==> src/rtl/time_pkg.sv <==
// Shared types and limits for the elapsed-time counter.
package time_pkg;

   localparam int unsigned CLK_HZ_DEFAULT = 12_000_000;
   localparam int unsigned MAX_MIN_LIMIT  = 99;

   typedef logic [3:0] bcd_t;

   typedef enum logic [1:0] {
      ST_IDLE  = 2'd0,
      ST_COUNT = 2'd1,
      ST_PAUSE = 2'd2,
      ST_DONE  = 2'd3
   } state_t;

   typedef struct packed {
      bcd_t min_t;
      bcd_t min_o;
      bcd_t sec_t;
      bcd_t sec_o;
   } time_bcd_t;

   // Binary 0..99 to two BCD digits {tens, ones}.
   function automatic logic [7:0] bin2bcd(input logic [6:0] v);
      logic [6:0] tens;
      tens = v / 7'd10;
      return {4'(tens), 4'(v - tens * 7'd10)};
   endfunction

endpackage

==> src/rtl/elapsed_time_counter_if.sv <==
// Command, configuration and display bundle of the elapsed-time counter.
interface elapsed_time_counter_if #(
   parameter int unsigned SPD_W = 3
);
   import time_pkg::*;

   logic             i_start;
   logic             i_pause;
   logic             i_stop;
   logic             i_down;
   logic [6:0]       i_preset_min;
   logic [5:0]       i_preset_sec;
   logic             i_fast;
   logic             i_slow;
   logic [SPD_W-1:0] i_speed;
   bcd_t             o_min_t;
   bcd_t             o_min_o;
   bcd_t             o_sec_t;
   bcd_t             o_sec_o;
   logic [12:0]      o_total_sec;
   logic             o_tick;
   logic             o_wrap;
   logic             o_done;
   logic             o_running;

   modport master (
      output i_start, i_pause, i_stop, i_down, i_preset_min, i_preset_sec,
             i_fast, i_slow, i_speed,
      input  o_min_t, o_min_o, o_sec_t, o_sec_o, o_total_sec,
             o_tick, o_wrap, o_done, o_running
   );

   modport slave (
      input  i_start, i_pause, i_stop, i_down, i_preset_min, i_preset_sec,
             i_fast, i_slow, i_speed,
      output o_min_t, o_min_o, o_sec_t, o_sec_o, o_total_sec,
             o_tick, o_wrap, o_done, o_running
   );

endinterface

==> src/rtl/time_bcd_counter.sv <==
// mm:ss BCD up/down counter with load, enable and wrap/zero look-ahead flags.
module time_bcd_counter
   import time_pkg::*;
#(
   parameter int unsigned MAX_MIN = MAX_MIN_LIMIT
) (
   input  logic      clk,
   input  logic      rst,
   input  logic      load,
   input  time_bcd_t load_val,
   input  logic      en,
   input  logic      down,
   output time_bcd_t value,
   output logic      wrap_c,
   output logic      zero_c
);

   localparam bcd_t MAX_T = 4'(MAX_MIN / 10);
   localparam bcd_t MAX_O = 4'(MAX_MIN % 10);

   logic      at_max;
   logic      at_one;
   time_bcd_t nxt;

   // Flags describe what the advance enabled this cycle is about to do.
   always_comb begin
      at_max = (value.min_t == MAX_T) && (value.min_o == MAX_O) &&
               (value.sec_t == 4'd5) && (value.sec_o == 4'd9);
      at_one = (value.min_t == 4'd0) && (value.min_o == 4'd0) &&
               (value.sec_t == 4'd0) && (value.sec_o == 4'd1);
      wrap_c = en && !down && at_max;
      zero_c = en && down && at_one;
   end

   // Next display value for one second forward or backward.
   always_comb begin
      nxt = value;
      if (down) begin
         if (value.sec_o != 4'd0) begin
            nxt.sec_o = value.sec_o - 4'd1;
         end else begin
            nxt.sec_o = 4'd9;
            if (value.sec_t != 4'd0) begin
               nxt.sec_t = value.sec_t - 4'd1;
            end else begin
               nxt.sec_t = 4'd5;
               if (value.min_o != 4'd0) begin
                  nxt.min_o = value.min_o - 4'd1;
               end else begin
                  nxt.min_o = 4'd9;
                  if (value.min_t != 4'd0) nxt.min_t = value.min_t - 4'd1;
               end
            end
         end
      end else if (at_max) begin
         nxt = '0;
      end else begin
         if (value.sec_o != 4'd9) begin
            nxt.sec_o = value.sec_o + 4'd1;
         end else begin
            nxt.sec_o = 4'd0;
            if (value.sec_t != 4'd5) begin
               nxt.sec_t = value.sec_t + 4'd1;
            end else begin
               nxt.sec_t = 4'd0;
               if (value.min_o != 4'd9) begin
                  nxt.min_o = value.min_o + 4'd1;
               end else begin
                  nxt.min_o = 4'd0;
                  nxt.min_t = value.min_t + 4'd1;
               end
            end
         end
      end
   end

   // Display register: load wins over advance.
   always_ff @(posedge clk) begin
      if (rst) begin
         value <= '0;
      end else if (load) begin
         value <= load_val;
      end else if (en) begin
         value <= nxt;
      end
   end

endmodule

==> src/rtl/elapsed_time_counter.sv <==
// Elapsed/countdown mm:ss timer with phase-accumulator rate control.
module elapsed_time_counter
   import time_pkg::*;
#(
   parameter int unsigned CLK_HZ  = CLK_HZ_DEFAULT,
   parameter int unsigned SPD_W   = 3,
   parameter int unsigned MAX_MIN = MAX_MIN_LIMIT
) (
   input  logic                 clk,
   input  logic                 rst,
   elapsed_time_counter_if.slave bus
);

   localparam int unsigned ACC_W = $clog2(CLK_HZ << SPD_W) + 1;
   localparam int unsigned TOT_W = 13;

   state_t           state;
   logic [ACC_W-1:0] acc;
   logic             down_mode;
   logic [TOT_W-1:0] total;
   logic             tick;
   logic             wrap;
   logic             done;
   logic             running;

   logic             cmd_stop;
   logic             cmd_pause;
   logic             cmd_start;
   logic [6:0]       min_cl;
   logic [5:0]       sec_cl;
   logic [TOT_W-1:0] preset_total;
   logic             preset_zero;
   time_bcd_t        preset_bcd;
   logic [ACC_W-1:0] step;
   logic [ACC_W-1:0] thresh;
   logic [ACC_W-1:0] sum;
   logic             adv;
   logic             ld;
   time_bcd_t        ld_val;
   time_bcd_t        disp;
   logic             wrap_c;
   logic             zero_c;

   // Command priority: stop over pause over start.
   always_comb begin
      cmd_stop  = bus.i_stop;
      cmd_pause = !bus.i_stop && bus.i_pause;
      cmd_start = !bus.i_stop && !bus.i_pause && bus.i_start;
   end

   // Clamp the countdown preset and derive its BCD and binary forms.
   always_comb begin
      min_cl       = (bus.i_preset_min > 7'(MAX_MIN)) ? 7'(MAX_MIN) : bus.i_preset_min;
      sec_cl       = (bus.i_preset_sec > 6'd59) ? 6'd59 : bus.i_preset_sec;
      preset_total = TOT_W'(min_cl) * TOT_W'(60) + TOT_W'(sec_cl);
      preset_zero  = (min_cl == 7'd0) && (sec_cl == 6'd0);
      {preset_bcd.min_t, preset_bcd.min_o} = bin2bcd(min_cl);
      {preset_bcd.sec_t, preset_bcd.sec_o} = bin2bcd(7'(sec_cl));
   end

   // Rate select: fast raises the step, slow raises the threshold.
   always_comb begin
      step   = ACC_W'(1);
      thresh = ACC_W'(CLK_HZ);
      if (bus.i_fast) begin
         step = ACC_W'(bus.i_speed) + ACC_W'(1);
      end else if (bus.i_slow) begin
         thresh = ACC_W'(CLK_HZ) * (ACC_W'(bus.i_speed) + ACC_W'(1));
      end
      sum = acc + step;
      adv = (state == ST_COUNT) && !cmd_stop && !cmd_pause && (sum >= thresh);
   end

   // Display load on start (preset or zero) and on stop (zero).
   always_comb begin
      ld     = 1'b0;
      ld_val = '0;
      if (cmd_stop && (state != ST_IDLE)) begin
         ld = 1'b1;
      end else if (cmd_start && ((state == ST_IDLE) || (state == ST_DONE))) begin
         ld = 1'b1;
         if (bus.i_down) ld_val = preset_bcd;
      end
   end

   time_bcd_counter #(
      .MAX_MIN (MAX_MIN)
   ) u_bcd (
      .clk      (clk),
      .rst      (rst),
      .load     (ld),
      .load_val (ld_val),
      .en       (adv),
      .down     (down_mode),
      .value    (disp),
      .wrap_c   (wrap_c),
      .zero_c   (zero_c)
   );

   // Control FSM, accumulator, binary seconds and event pulses.
   always_ff @(posedge clk) begin
      if (rst) begin
         state     <= ST_IDLE;
         acc       <= '0;
         down_mode <= 1'b0;
         total     <= '0;
         tick      <= 1'b0;
         wrap      <= 1'b0;
         done      <= 1'b0;
         running   <= 1'b0;
      end else begin
         tick <= 1'b0;
         wrap <= 1'b0;
         done <= 1'b0;
         unique case (state)
            ST_IDLE, ST_DONE: begin
               if (cmd_stop) begin
                  state <= ST_IDLE;
                  total <= '0;
               end else if (cmd_start) begin
                  acc       <= '0;
                  down_mode <= bus.i_down;
                  if (bus.i_down && preset_zero) begin
                     total <= '0;
                     state <= ST_DONE;
                     done  <= 1'b1;
                  end else begin
                     total   <= bus.i_down ? preset_total : '0;
                     state   <= ST_COUNT;
                     running <= 1'b1;
                  end
               end
            end
            ST_COUNT: begin
               if (cmd_stop) begin
                  state   <= ST_IDLE;
                  running <= 1'b0;
                  acc     <= '0;
                  total   <= '0;
               end else if (cmd_pause) begin
                  state   <= ST_PAUSE;
                  running <= 1'b0;
               end else begin
                  acc <= adv ? (sum - thresh) : sum;
                  if (adv) begin
                     tick <= 1'b1;
                     if (wrap_c) begin
                        total <= '0;
                        wrap  <= 1'b1;
                     end else if (down_mode) begin
                        total <= total - TOT_W'(1);
                     end else begin
                        total <= total + TOT_W'(1);
                     end
                     if (zero_c) begin
                        done    <= 1'b1;
                        state   <= ST_DONE;
                        running <= 1'b0;
                     end
                  end
               end
            end
            ST_PAUSE: begin
               if (cmd_stop) begin
                  state <= ST_IDLE;
                  acc   <= '0;
                  total <= '0;
               end else if (cmd_start) begin
                  state   <= ST_COUNT;
                  running <= 1'b1;
               end
            end
            default: begin
               state   <= ST_IDLE;
               running <= 1'b0;
            end
         endcase
      end
   end

   assign bus.o_min_t     = disp.min_t;
   assign bus.o_min_o     = disp.min_o;
   assign bus.o_sec_t     = disp.sec_t;
   assign bus.o_sec_o     = disp.sec_o;
   assign bus.o_total_sec = total;
   assign bus.o_tick      = tick;
   assign bus.o_wrap      = wrap;
   assign bus.o_done      = done;
   assign bus.o_running   = running;

endmodule

==> src/flat_wrapper.sv <==
// flat-port wrapper written by rule: the top's interface ports become plain ports
module elapsed_time_counter_flat import time_pkg::*;
#(
   parameter int unsigned CLK_HZ  = CLK_HZ_DEFAULT,
   parameter int unsigned SPD_W   = 3,
   parameter int unsigned MAX_MIN = MAX_MIN_LIMIT
)
  (clk, rst, bus_i_start, bus_i_pause, bus_i_stop, bus_i_down, bus_i_preset_min, bus_i_preset_sec, bus_i_fast, bus_i_slow, bus_i_speed, bus_o_min_t, bus_o_min_o, bus_o_sec_t, bus_o_sec_o, bus_o_total_sec, bus_o_tick, bus_o_wrap, bus_o_done, bus_o_running);
  elapsed_time_counter_if #(.SPD_W(SPD_W)) bus_i ();
  input  logic clk;
  input  logic rst;
  input wire logic [$bits(bus_i.i_start)-1:0] bus_i_start;
  input wire logic [$bits(bus_i.i_pause)-1:0] bus_i_pause;
  input wire logic [$bits(bus_i.i_stop)-1:0] bus_i_stop;
  input wire logic [$bits(bus_i.i_down)-1:0] bus_i_down;
  input wire logic [$bits(bus_i.i_preset_min)-1:0] bus_i_preset_min;
  input wire logic [$bits(bus_i.i_preset_sec)-1:0] bus_i_preset_sec;
  input wire logic [$bits(bus_i.i_fast)-1:0] bus_i_fast;
  input wire logic [$bits(bus_i.i_slow)-1:0] bus_i_slow;
  input wire logic [$bits(bus_i.i_speed)-1:0] bus_i_speed;
  output wire logic [$bits(bus_i.o_min_t)-1:0] bus_o_min_t;
  output wire logic [$bits(bus_i.o_min_o)-1:0] bus_o_min_o;
  output wire logic [$bits(bus_i.o_sec_t)-1:0] bus_o_sec_t;
  output wire logic [$bits(bus_i.o_sec_o)-1:0] bus_o_sec_o;
  output wire logic [$bits(bus_i.o_total_sec)-1:0] bus_o_total_sec;
  output wire logic [$bits(bus_i.o_tick)-1:0] bus_o_tick;
  output wire logic [$bits(bus_i.o_wrap)-1:0] bus_o_wrap;
  output wire logic [$bits(bus_i.o_done)-1:0] bus_o_done;
  output wire logic [$bits(bus_i.o_running)-1:0] bus_o_running;
  assign bus_i.i_start = bus_i_start;
  assign bus_i.i_pause = bus_i_pause;
  assign bus_i.i_stop = bus_i_stop;
  assign bus_i.i_down = bus_i_down;
  assign bus_i.i_preset_min = bus_i_preset_min;
  assign bus_i.i_preset_sec = bus_i_preset_sec;
  assign bus_i.i_fast = bus_i_fast;
  assign bus_i.i_slow = bus_i_slow;
  assign bus_i.i_speed = bus_i_speed;
  assign bus_o_min_t = bus_i.o_min_t;
  assign bus_o_min_o = bus_i.o_min_o;
  assign bus_o_sec_t = bus_i.o_sec_t;
  assign bus_o_sec_o = bus_i.o_sec_o;
  assign bus_o_total_sec = bus_i.o_total_sec;
  assign bus_o_tick = bus_i.o_tick;
  assign bus_o_wrap = bus_i.o_wrap;
  assign bus_o_done = bus_i.o_done;
  assign bus_o_running = bus_i.o_running;
  elapsed_time_counter #(.CLK_HZ(CLK_HZ), .SPD_W(SPD_W), .MAX_MIN(MAX_MIN)) u_core (.clk(clk), .rst(rst), .bus(bus_i));
endmodule
==> config.mk <==
export PLATFORM = sky130hd
export DESIGN_NAME = elapsed_time_counter_flat
export DESIGN_NICKNAME = d
export VERILOG_FILES = /design/src/rtl/time_pkg.sv /design/src/rtl/elapsed_time_counter_if.sv /design/src/rtl/time_bcd_counter.sv /design/src/rtl/elapsed_time_counter.sv /design/src/flat_wrapper.sv
export SDC_FILE = /design/constraint.sdc
export NUM_CORES = 1
export LEC_CHECK = 0
export CAP_MARGIN = 10
export CORE_ASPECT_RATIO = 2
export CORE_MARGIN = 2
export CORE_UTILIZATION = 60
export CTS_BUF_LIST = sky130_fd_sc_hd__clkbuf_4
export CTS_CLUSTER_DIAMETER = 100
export CTS_CLUSTER_SIZE = 14
export DETAILED_ROUTE_END_ITERATION = 12
export PLACE_DENSITY_LB_ADDON = 0.15
export SYNTH_ARGS = -nofsm -noshare
export SYNTH_HDL_FRONTEND = slang
export SYNTH_SLANG_ARGS = --single-unit
==> constraint.sdc <==
create_clock -name clk -period 7.2 [get_ports clk]
set_input_delay 0.72 -clock clk [delete_from_list [all_inputs] [get_ports clk]]
set_output_delay 0.72 -clock clk [all_outputs]
set_load 0.01 [all_outputs]
---- Yosys cells after proc, flatten, opt, wreduce, memory -nomap -nowiden ----
Index checks and enable logic that the tools add are counted.
word-level totals
  flip-flop bits (word level) ............. 64
  bits of input ports ..................... 24
  output and inout bits ................... 33
cells by class
  add/sub/neg operators ................... 16
  $mul .................................... 4
  divide/modulo/power cells ............... 2
  order comparisons ....................... 3
  equality and inequality tests ........... 30
  multiplexer cells ....................... 75
  bitwise operators ....................... 3
  reduce and logical (&&, ||, !) cells .... 48
operators by type and width
  kind                    count
  $mux 28                 9
  $mux 13                 10
  $mux 16                 7
  $pmux 28 s3             1
  $pmux 13 s3             1
  $mux 4                  9
  $add 28x28->28          1
  $ge 28x28->1            1
  $mul 16x28->20 const A  1
  $sub 28x28->28          1
  $mux 12                 2
  $logic_and 1x1->1       20
  $mux 1                  20
  $mux 2                  9
  $add 4x1->4 const B     4
  $mux 8                  2
  $ne 4x2->1 const B      4
  $reduce_bool 4->1       4
  $sub 4x1->4 const B     4
  $ne 3x3->1 const B      5
  $mul 7x3->3 const B     2
  $add 13x1->13 const B   1
  $add 13x6->13           1
  $sub 13x1->13 const B   1
  38 further kinds        61

---- Logic depth before layout (Yosys ltp) ----
  depth after elaboration ................. 13
  gate-level depth with buffers ........... 29
  mapped depth without buffers ............ 26

---- Hierarchy ----
A second synthesis with hierarchy kept.
unflattened totals
  cell total of the unflattened synthesis .. 1104
  area total of the unflattened synthesis .. 8763.4 sq um
modules (own cells, without submodules)
  module                instances  cells an instance  area an instance (sq um)
  elapsed_time_counter  1          914                7184.4
  time_bcd_counter      1          190                1579.0

---- Worst setup path before layout ----
No wires, ideal clock.
  path kind ............................... input to register
  start point ............................. input port bus_i_speed[0]
  end point ............................... register u_core.u_bcd.value[12] (netlist name)
  setup time .............................. 132 ps
  arrival time ............................ 6359 ps
  required time ........................... 7068 ps
  setup slack ............................. 710 ps
  stages .................................. 26
  path through ............................ clkbuf_1 -> inv_1 -> ha_1 -> inv_1 -> ha_1 -> ha_1 -> or2_2 -> ha_1 -> nand2b_1 -> o21ai_0 -> a21o_1 -> a221o_1 -> a21o_1 -> a32o_1 -> o21ai_0 -> nand3_1 -> ha_1 -> and4_1 -> nand2_1 -> or4_4 -> a2111oi_4 -> o211ai_2 -> buf_6 -> o31ai_4 -> o221a_2 -> nor3_1
on the way
  word-level cells in the longest chain between the ends .. 8
  elaborated cells between the ends (all ways) .. 10
ends and longest elaborated chain
  element                        RTL line                                                source
  from (decl)                    flat_wrapper.sv:20                                      input wire logic [$bits(bus_i.i_speed)-1:0] bus_i_speed;
  $add 3x1->4 *                  elapsed_time_counter.sv:66, elapsed_time_counter.sv:68
  $mul 16x28->20                 elapsed_time_counter.sv:68                              thresh = ACC_W'(CLK_HZ) * (ACC_W'(bus.i_speed) + ACC_W'(1));
  $mux 28                        elapsed_time_counter.sv:67                              end else if (bus.i_slow) begin
  $mux 28                        elapsed_time_counter.sv:65                              if (bus.i_fast) begin
  $ge 28x28->1 *                 elapsed_time_counter.sv:71                              adv = (state == ST_COUNT) && !cmd_stop && !cmd_pause && (sum >= thresh);
  $logic_and 1x1->1 *            elapsed_time_counter.sv:71
  $reduce_bool 2->1 (no line) *  --
  $reduce_and 8->1 (no line) *   --
  to (signal assigned)           time_bcd_counter.sv:82                                  value <= load_val;
  to (signal assigned)           time_bcd_counter.sv:84                                  value <= nxt;
  to (decl)                      time_bcd_counter.sv:13                                  output time_bcd_t value,
Every way passes the cells marked *; elsewhere a longest branch is shown, timed or not.
A chain may end at the register's enable or synchronous reset.

---- Worst setup path in the final report ----
  start point ............................. input port bus_i_speed[1]
  end point ............................... register u_core.total[1], in the netlist u_core.bus.o_total_sec[1]
on the way
  word-level cells in the longest chain between the ends .. 13
  elaborated cells between the ends (all ways) .. 17
ends and longest elaborated chain
  element                          RTL line                                                source
  $add 3x1->4 *                    elapsed_time_counter.sv:66, elapsed_time_counter.sv:68
  $mul 16x28->20                   elapsed_time_counter.sv:68
  $mux 28                          elapsed_time_counter.sv:67
  $mux 28                          elapsed_time_counter.sv:65
  $ge 28x28->1 *                   elapsed_time_counter.sv:71
  $logic_and 1x1->1 *              elapsed_time_counter.sv:71
  $logic_and 1x1->1 (2 in series)  time_bcd_counter.sv:31                                  wrap_c = en && !down && at_max;
  $mux 13                          elapsed_time_counter.sv:147                             if (wrap_c) begin
  $mux 13                          elapsed_time_counter.sv:145                             if (adv) begin
  $mux 13                          elapsed_time_counter.sv:140                             end else if (cmd_pause) begin
  $mux 13                          elapsed_time_counter.sv:135                             if (cmd_stop) begin
  $pmux 13 s3                      elapsed_time_counter.sv:115                             unique case (state)
  to (signal assigned)             elapsed_time_counter.sv:128                             total <= bus.i_down ? preset_total : '0;
  to (signal assigned)             elapsed_time_counter.sv:151                             total <= total - TOT_W'(1);
  to (signal assigned)             elapsed_time_counter.sv:153                             total <= total + TOT_W'(1);
  to (decl)                        elapsed_time_counter.sv:20                              logic [TOT_W-1:0] total;
Every way passes the cells marked *; elsewhere a longest branch is shown, timed or not. The select of a mux whose other input is x is not followed.

==> results by group <==
Synthesis
  • Xor/xnor share of the synthesized area: 0.08312
  • EDFF count, synth: 0
  • Post-Syn Area: 8641 um^2
  • Post-synthesis sequential area ratio: 0.1483
  • Synth warnings: 0
  • Synth Area in Compound Gates: 0.2517
  • Post-Syn Nets: 1,292
  • Synth Register Bits: 64
  • Syn_area_per_cell: 7.667 um^2
  • Simple-Gate Fraction of Synth Area: 0.2224
  • Post-Synthesis Cells: 1,127
  • Count of cell types in the netlist: 91
  • Adder-cell share of the synthesized area: 0.2224
  • Ys flop type: dfxtp_1
  • Multiplexer area fraction after synthesis: 0.01694
  • Fraction of registers with async set/reset: 0
  • Largest family of logic cells by synthesized area: compound AO/OA/AOI/OAI gates

Cells and area
  • FF/Latch Area: 1281 um^2
  • Design area: 9557 um^2
  • Share of cells above drive strength 1: 0.05290
  • Footprint of the multi-input gates: 6903 um^2
  • Final Core Density: 0.6732
  • Finished Layout Cells: 1,364
  • Filler Cell Count: 1,266
  • Fin nets: 1,332
  • Area Overhead vs Synth: 10.60%
  • Inserted Diodes: 0

Route
  • Remaining routing DRC violations: 0
  • DR WL/cell: 16.35 um
  • DRT Pass-1 Iters: 6
  • DRT Wirelength: 22,300 um
  • Via/cell ratio: 6.139
  • 1st-iter DRT viols: 563
  • Via count: 8,374
  • DRT antenna net count: 0

Timing
  • RSZ-0062 raised after global routing: no
  • Fin Clk Skew: 0.02153 ns
  • Relative slew margins: 0.2074
  • Achievable Freq: 149.8 MHz
  • Final setup fails: 0
  • Fin. Hold Viols: 0
  • Final worst path period share: 0.9272
  • Fin. max-slew vios: 0
  • Worst-Margin Slew: 1.184 ns
  • Period minus WS final: 6.676 ns
  • Final Worst Setup Slack: 0.5244 ns

Setup path
  • R2R Setup Slk: 2.34 ns
  • WS Path Type: input pin to flip-flop
  • CP max stage cell: clkdlybuf4s50_1
  • CP bufs+invs: 3
  • Largest stage delay on the critical path: 0.57 ns
  • Crit path max-delay family: compound AO/OA/AOI/OAI gates
  • Critical-path maximum fanout: 25
  • CP endpoint kind: flip-flop
  • Worst path arrival time: 7.06 ns
  • CP Launch Type: input pin
  • Most frequent CP cell: ha_1
  • CP Data Required Time: 7.58 ns

CTS
  • Num CTS Buffers: 9
  • CTS root buf: clkbuf_4
  • CTS tree: yes
  • Hold-fix buffers at CTS: 0
  • Clock Tree Buf Depth: 2
  • H-tree levels: 3
  • Clk sinks: 64
  • Worst-path clk slew: 0.12 ns
  • Worst skew pair latency: 0.45 ns

GRT
  • GRT Util Overall: 0.2901
  • Vias in the first global route: 7,835
  • Pin count of the biggest net entering global routing: 55
  • Initial antenna violation count: 0
  • GRT overflow: 0
  • First-pass GRT wire length: 36,830 um

Floorplanning
  • Die height: 173.7 um
  • Top Ports: 57
  • Rows: 62
  • Core Area: 14,200 um^2
  • Starting Density: 0.6087
  • Die area: 15,440 um^2
  • Die Wd: 88.86 um

Pwr
  • Leakage power: 4.152 nW
  • Maximum vdd drop: 0.0001406 V
  • Pwr per Cell Area: 161.7 nW/um^2

Place
  • Post-placement cell count: 1,347
  • Final GP Congestion: 0.9252
  • Pre-CTS WS: -0.1564 ns
  • HPWL after DPL: 17,440 um
  • Post-DP Area: 9371 um^2
  • PortBufs: 56

Status
  • Status: finished clean

Worst hold path
  • Hold/Removal Path Class: flip-flop to flip-flop

Flow run
  • Max Cap Viol: 0
## registers in the layout, indices dropped and copies added (netlist names)
signal,count
u_core.bus.o_done,1
u_core.bus.o_running,1
u_core.down_mode,1
u_core.state,2
u_core.bus.o_wrap,1
u_core.bus.o_total_sec,13
u_core.bus.o_tick,1
u_core.acc,28
u_core.u_bcd.value,16
## worst register-to-register path, cell delays in order, from the launching register on
cell       delay [ns]
dfxtp_1          0.34
ha_1             0.37
nand3_1          0.12
a21boi_0         0.38
o2111ai_1        0.20
buf_4            0.20
nor2_1           0.38
nand3_1          0.16
xnor2_1          0.29
ha_1             0.35
a21o_1           0.20
a211o_1          0.31
a211oi_1         0.18
o21ai_1          0.18
o21a_1           0.26
a221o_2          0.53
o21ai_0          0.15
a21oi_1          0.06
nor3_1           0.16
## through the flow
stage	total power (W)	hold slack, ns	setup TNS, ns
2_1_floorplan	0.001029	0.4360	0
3_3_place_gp	0.001230	0.4635	0
3_5_place_dp	0.001250	0.4561	-0.5114
4_1_cts	0.001538	0.4859	0
5_1_grt	0.001660	0.5206	0
6_report	0.001545	0.4919	0
## path summary, 6_finish.rpt
check / from / cells past startpoint / endpoint
max reg2reg: u_core.acc[2] / 18 / u_core.bus.o_total_sec[1]
min: u_core.bus.o_running / 2 / u_core.bus.o_running
min reg2reg: u_core.bus.o_running / 2 / u_core.bus.o_running
max: bus_i_speed[1] / 28 / u_core.bus.o_total_sec[1]
## cell usage after synthesis, types with 14 or more instances
master / count / area share
nand2b_1: 16 / 0.012
ha_1: 120 / 0.17
clkbuf_1: 30 / 0.013
and3_1: 14 / 0.010
nand2_1: 91 / 0.040
a21o_1: 26 / 0.023
xnor2_1: 56 / 0.057
inv_1: 72 / 0.031
fa_1: 21 / 0.049
nor2_1: 119 / 0.052
dfxtp_1: 64 / 0.15
xor2_1: 26 / 0.026
a21oi_1: 75 / 0.043
o21ai_0: 78 / 0.045
nand3_1: 39 / 0.023
nor3_1: 31 / 0.018
## cell usage in the layout, fill, tap and decap left out, types with 8 or more instances in the layout
cell / n
a21oi_1: 75
xnor2_1: 56
a211oi_1: 13
ha_1: 120
o21a_1: 8
mux2i_1: 9
or3_1: 8
and3_1: 14
buf_4: 14
nand3_1: 39
fa_1: 21
o31ai_1: 11
nor2b_1: 10
nor2_1: 119
nand2b_1: 16
a22oi_1: 8
o221ai_1: 9
a21o_1: 26
clkdlybuf4s50_1: 55
nor3_1: 31
inv_1: 72
clkbuf_4: 9
o21ai_0: 78
nand3b_1: 9
nor3b_1: 8
nand2_1: 91
a31oi_1: 8
dfxtp_1: 64
xor2_1: 26
## power breakdown
| part | switching [W] | total (W) | internal, W |
|---|---|---|---|
| Sequential | 0.0000343 | 0.000412 | 0.000378 |
| Combinational | 0.000480 | 0.000845 | 0.000365 |
| Clock | 0.000151 | 0.000288 | 0.000137 |
| Total | 0.000665 | 0.00155 | 0.000880 |
## per-layer routing
layer / vias to the layer above / routed length [um] / track usage
li1: 4145 / - / -
met1: 3939 / 10120 / 0.4107
met2: 246 / 10640 / 0.4521
met3: 44 / 1025 / 0.03333
met4: 0 / 508 / 0.09722
met5: - / 0 / 0
## timing repair
| item | in CTS | in global routing |
|---|---|---|
| setup endpoints to repair | 0 | 4 |
| resized for setup | 0 | 1 |
| setup buffers | 0 | 1 |
| hold endpoints to repair | 0 | 0 |
## cells by family after synthesis
family | Yosys count
muxes | 13
adders and majority gates | 141
xor gates and xnor gates | 82
DFF | 64
AOI/OAI and AO/OA | 319
buffers and inverters | 117
and+or+nand+nor | 391
## final cells by class
type	instances	area share
clock buffers	9	0.007070
clock inverters	7	0.009034
inverters	74	0.02907
multi-input cells	946	0.7223
flip-flops and latches	64	0.1341
well taps	192	0.02514
repair buffers	72	0.07332
(Power assumes the default switching activity.)
